<file path="src/rtl/serial_adder_pkg.sv">
// Shared types and constants for the bit-serial adder controller.
// Holds the FSM state encoding and the default operand width.
package serial_adder_pkg;

  localparam int SA_WIDTH_DEF = 8;

  typedef enum logic [1:0] {
    IDLE = 2'd0,
    RUN  = 2'd1,
    DONE = 2'd2
  } sa_state_e;

endpackage

</file>
<file path="src/rtl/fa_cell.sv">
// One-bit full adder built from two half adders.
// The carries of the two half adders are ORed into the cell carry.
module fa_cell (
  input  logic a,
  input  logic b,
  input  logic cin,
  output logic s,
  output logic cout
);

  logic s1;
  logic c1;
  logic c2;

  assign s1   = a ^ b;
  assign c1   = a & b;
  assign s    = s1 ^ cin;
  assign c2   = s1 & cin;
  assign cout = c1 | c2;

endmodule

</file>
<file path="src/rtl/serial_adder_ctrl.sv">
// Bit-serial adder controller: one full-adder cell, WIDTH cycles per sum.
// Valid/ready on both sides; every output comes from a flop.
module serial_adder_ctrl
  import serial_adder_pkg::*;
#(
  parameter int WIDTH = SA_WIDTH_DEF
) (
  input  logic             clk,
  input  logic             rst_n,
  input  logic             in_valid,
  output logic             in_ready,
  input  logic [WIDTH-1:0] in_a,
  input  logic [WIDTH-1:0] in_b,
  input  logic             in_cin,
  output logic             out_valid,
  input  logic             out_ready,
  output logic [WIDTH-1:0] out_sum,
  output logic             out_cout,
  output logic             busy
);

  localparam int CW = $clog2(WIDTH);
  localparam logic [CW-1:0] LAST = CW'(WIDTH - 1);

  sa_state_e state_q;
  sa_state_e state_d;

  logic [WIDTH-1:0] a_q;
  logic [WIDTH-1:0] b_q;
  logic [WIDTH-1:0] sum_q;
  logic             carry_q;
  logic [CW-1:0]    cnt_q;

  logic fa_s;
  logic fa_co;

  fa_cell u_fa (
    .a    (a_q[0]),
    .b    (b_q[0]),
    .cin  (carry_q),
    .s    (fa_s),
    .cout (fa_co)
  );

  always_ff @(posedge clk or negedge rst_n) begin
    if (!rst_n) state_q <= IDLE;
    else        state_q <= state_d;
  end

  always_comb begin
    state_d = state_q;
    unique case (state_q)
      IDLE: if (in_valid) state_d = RUN;
      RUN:  if (cnt_q == LAST) state_d = DONE;
      DONE: if (out_ready) state_d = IDLE;
      default: state_d = IDLE;
    endcase
  end

  // Sum bits enter at the MSB so the LSB lands at bit 0 after WIDTH shifts.
  always_ff @(posedge clk or negedge rst_n) begin
    if (!rst_n) begin
      a_q     <= '0;
      b_q     <= '0;
      sum_q   <= '0;
      carry_q <= 1'b0;
      cnt_q   <= '0;
    end else begin
      unique case (state_q)
        IDLE: begin
          if (in_valid) begin
            a_q     <= in_a;
            b_q     <= in_b;
            carry_q <= in_cin;
            cnt_q   <= '0;
          end
        end
        RUN: begin
          a_q     <= a_q >> 1;
          b_q     <= b_q >> 1;
          sum_q   <= {fa_s, sum_q[WIDTH-1:1]};
          carry_q <= fa_co;
          cnt_q   <= cnt_q + CW'(1);
        end
        default: ;
      endcase
    end
  end

  assign in_ready  = (state_q == IDLE);
  assign out_valid = (state_q == DONE);
  assign busy      = (state_q != IDLE);
  assign out_sum   = sum_q;
  assign out_cout  = carry_q;

endmodule

</file>
<file path="config.mk">
export PLATFORM = sky130hd
export DESIGN_NAME = serial_adder_ctrl
export DESIGN_NICKNAME = d
export VERILOG_FILES = /design/src/rtl/serial_adder_pkg.sv /design/src/rtl/fa_cell.sv /design/src/rtl/serial_adder_ctrl.sv
export SDC_FILE = /design/constraint.sdc
export NUM_CORES = 1
export LEC_CHECK = 0
export CORE_ASPECT_RATIO = 0.75
export CORE_MARGIN = 10
export CORE_UTILIZATION = 47
export CTS_BUF_LIST = sky130_fd_sc_hd__clkbuf_4 sky130_fd_sc_hd__clkbuf_8
export DETAILED_ROUTE_END_ITERATION = 6
export PLACE_DENSITY_LB_ADDON = 0.05
export SLEW_MARGIN = 5
export SYNTH_ARGS = -nofsm -noshare
export SYNTH_HDL_FRONTEND = slang
export SYNTH_HIERARCHICAL = 1
export SYNTH_SLANG_ARGS = --single-unit
</file>
<file path="constraint.sdc">
create_clock -name clk -period 3.3 [get_ports clk]
set_clock_uncertainty 0.15 [all_clocks]
set_input_delay 0.66 -clock clk [delete_from_list [all_inputs] [get_ports clk]]
set_output_delay 0.66 -clock clk [all_outputs]
set_load 0.005 [all_outputs]
</file>
Word level (Yosys, flattened, before mapping)
Cells that the tools add are included.
- add/sub/neg operators: 1
- equal/unequal tests: 6
- mux-type cells: 12
- bitwise operators: 5
- reduce and logical (&&, ||, !) cells: 5
- operators by type and width (kind ; number):
    8-bit one-hot mux with 2 select lines ; 2
    8-bit 2-to-1 mux ; 2
    2-bit 2-to-1 mux ; 3
    2-bit one-hot mux with 3 select lines ; 1
    3-bit one-hot mux with 2 select lines ; 1
    2-bit != test (second input constant) ; 2
    2-bit nonzero test ; 2
    3-bit by 1-bit adder with 3-bit output (second input constant) ; 1
    3-bit equality test (second input constant) ; 1
    3-bit 2-to-1 mux ; 1
    3-bit AND reduction ; 1
    1-bit AND ; 2
    2-bit by 1-bit equality test with 1-bit output (second input constant) ; 1
    2-bit equality test (second input constant) ; 1
    2-bit zero test ; 1
    2-bit by 1-bit != test with 1-bit output (second input constant) ; 1
    1-bit one-hot mux with 2 select lines ; 1
    2-bit AND reduction ; 1
    1-bit bitwise XOR ; 2
    1-bit 2-to-1 mux ; 1
    1-bit OR ; 1
- register bits: 30
- input port bits: 21
- output and inout bits: 12
- word-level logic and storage cells: 35

Depth between registers and ports, before layout
- depth in word-level cells: 4
- mapped depth: 4
- mapped depth without buffers: 4

Cells and area by module
Netlist, hierarchy kept.
- modules (own cells, without submodules) (module ; times used ; cells each ; area each (um^2) ; sequential area each (um^2)):
    serial_adder_ctrl ; 1 ; 118 ; 1442.6 ; 750.7
    fa_cell ; 1 ; 1 ; 20.0 ; 0.0

Worst setup path before layout
Ideal clock, no wire load.
- path kind: register to output
- start: reg state_q[1]
- end: out in_ready
- data arrival time: 0.901 ns
- data required time: 2.490 ns
- path slack: 1.589 ns
- stages on the path, launching flop included: 4
- cell sequence: dfrtp_1 -> buf_2 -> or2_2 -> inv_2
- word-level cells in the longest chain between the ends: 1
- RTL lines (element ; line ; text):
    start, declared ; serial_adder_ctrl.sv:25 ; sa_state_e state_q;
    start signal, assigned ; serial_adder_ctrl.sv:47 ; else state_q <= state_d;
    2-bit zero test ; serial_adder_ctrl.sv:90 ; assign in_ready = (state_q == IDLE);
    end, declared ; serial_adder_ctrl.sv:11 ; output logic in_ready,
Every way passes these cells.

Final worst setup path
Ends and elaborated chain as after synthesis.

==> results.py <==
metrics = {
    "clock_tree": {
        "clk_path_buf_depth": 2,
        "cts_buffers": 5,
        "worstSkewPairLatency_ns": 0.27,
        "cts.sinks": 30,
        "ctsResizeCount": 0,
        "htree_levels": 2,
        "cts_setup_buffers": 0,
        "cts_hold_buf": 0,
        "cts_root_buf": "clkbuf_8",
        "path_clk_slew_ns": 0.06,
        "cts_tree": "done",
    },
    "power": {
        "pwr-share-comb_pct": 42.8,
        "switching_share_pct": 31.9,
        "p_seq_share_pct": 38.9,
        "vdd_ir_drop_max_v": 0.000365,
        "internal_power_w": 0.00114,
        "p_switching_w": 0.000536,
        "clkPwrFrac_pct": 18.2,
        "p_per_area_nw_per_um2": 890,
        "p_leak_nw": 0.779,
    },
    "critical_path": {
        "worstPathArrival_ns": 1.58,
        "required_ns": 2.49,
        "critPathMaxFanout": 3,
        "endpoint_kind": "primary output",
        "critical_path.startpoint_type": "flop",
        "critical_path_class": "reg2out",
    },
    "synth": {
        "syn_area_um2": 1460,
        "ys_seq_elements": 30,
        "synth-seq-area-share_pct": 51.3,
        "synth.area.top_cells": "dfrtp_1 51%, o221a_2 5.4%, nor4b_1 4.8%",
        "synth_top_cell_by_area": "dfrtp_1",
        "syn_nets": 143,
        "syn_avg_cell_area_um2": 12.3,
        "synth_cell_types": 28,
        "ys_warn_count": 6,
        "netlist.area_leader.share_pct": 51.3,
        "synth_cells": 119,
    },
    "layout": {
        "antenna_cells": 0,
        "final_nets": 174,
        "n_fill_cell": 227,
        "fin_util_pct": 63.8,
        "layout_commonest_cell": "clkdlybuf4s50_1",
        "area_growth_pct": 29.0,
        "layout_common_cells": "32 x clkdlybuf4s50_1, 30 x dfrtp_1, 9 x inv_1",
        "drive_above_1_share_pct": 19.2,
    },
    "sta": {
        "fmax_mhz": 418,
        "fin_crit_ns": 2.39,
        "setup_viol": 0,
        "drv_slew": 0,
        "tightest_slew_ns": 0.639,
        "relSlewSlack_pct": 57.2,
        "fin_setup_tns_ns": 0,
        "finalCritPeriodShare_pct": 72.5,
        "hold_viol": 0,
        "rsz0062_at_grt": "no",
    },
    "die": {
        "core_region_area_um2": 2960,
        "fp.dieH_um": 68.3,
        "ios": 33,
        "dieArea_um2": 5770,
        "initial_core_util_pct": 49.5,
        "die_w_um": 84.4,
        "rows": 17,
    },
    "drt": {
        "drtAntennaViolNets": 0,
        "wirelength_um": 3110,
        "first_pass_iters": 4,
        "post_drt_via_cell_ratio": 5.56,
        "drt_iter0_markers": 84,
        "via_count": 1051,
        "wl_per_cell_um": 16.5,
        "drc": 0,
    },
    "placed_design": {
        "io_buffers": 32,
        "hpwl_um": 2170,
        "gp_congestion": 0.748,
    },
    "status": {
        "status": "completed",
    },
    "global_route": {
        "overflow": 0,
        "grt_first_pass_wirelength_um": 5310,
        "antenna_found_initial": 0,
        "grt_max_degree": 31,
        "grtUsageTotal_pct": 11.3,
        "grt_pass1_vias": 1101,
    },
    "min_path": {
        "min_path_type": "reg2reg",
    },
    "run": {
        "maxCapViolations": 0,
    },
}
[worst max-delay path: stages, from the launching register on]
cell and delay, ns:
dfrtp_1 0.39, or2_2 0.36, inv_2 0.07, clkdlybuf4s50_1 0.49
[power groups by stage]
stage	registers (W)	clock network [W]	logic, W
final	0.000654	0.000306	0.000720
after global routing	0.000677	0.000332	0.000802
after CTS	0.000657	0.000314	0.000732
after detailed placement	0.000661	0	0.000729
after global placement	0.000653	0	0.000708
after floorplan	0.000644	0	0.000490
[area by class of cell]
cell class,instances,area (um^2),share of cell area (%)
repair buffers,36,350,18.6
clock buffers,7,90.1,4.77
inverters,10,37.5,1.99
multi-input cells,67,606,32.1
clock inverters,1,5.00,0.265
well taps,38,47.5,2.52
flip-flops and latches,30,751,39.8
[registers in the layout (all words and copies together), names as in the netlist]
register	flops
out_cout	1
b_q	8
a_q	8
cnt_q	3
out_sum	8
state_q	2
[cell families after synthesis]
| group | share of synthesized area [%] |
|---|---|
| buffers and inverters | 7.27 |
| and+or+nand+nor | 17.5 |
| muxes | 6.84 |
| adders and majority gates | 3.08 |
| AOI/OAI and AO/OA | 14.0 |
| DFF | 51.3 |
[cell usage after synthesis]
cell type,number
a211oi_1,8
a21oi_1,1
a22o_1,3
a32o_1,1
and2b_1,1
buf_2,7
buf_6,2
clkbuf_1,3
dfrtp_1,30
fa_1,1
ha_1,2
inv_1,9
inv_2,1
mux2_1,2
mux2_2,6
mux2i_1,1
nand2_1,2
nand2b_1,3
nor2b_1,1
nor3b_1,8
nor4b_1,8
o211ai_1,1
o21ba_2,1
o21bai_1,1
o221a_2,7
or2_2,1
or3b_2,1
or4b_1,7
[layer usage]
layer	up-vias	track usage, %	wire length [um]
met1	527	14.6	1500
met3	2	4.27	158
met4	0	3.07	12
met5	-	0	0
li1	503	-	-
met2	19	17.4	1440
[final timing paths]
check | slack, ns | startpoint | endpoint | cells past startpoint
worst min register to register | 0.35 | cnt_q[0] | cnt_q[0] | 1
max in group asynchronous | 2.10 | rst_n | b_q[2] | 2
worst max register to register | 1.43 | state_q[1] | out_sum[0] | 3
worst max-delay path | 0.91 | state_q[1] | in_ready | 3
worst min-delay path | 0.35 | cnt_q[0] | cnt_q[0] | 1
min in group asynchronous | 0.62 | rst_n | a_q[4] | 2
[stage by stage]
stage          total power [W]  setup WS, ns  hold slack [ns]  std cells  cell area [um^2]
3_5_place_dp           0.00139         0.722            0.341        181              1790
6_report               0.00168         0.909            0.351        189              1890
5_1_grt                0.00181         0.852            0.370        189              1890
3_3_place_gp           0.00136         0.831            0.327        181              1790
2_1_floorplan          0.00113          1.59            0.214        119              1460
4_1_cts                0.00170         0.889            0.353        189              1890
Power figures use the tool's default switching activity.
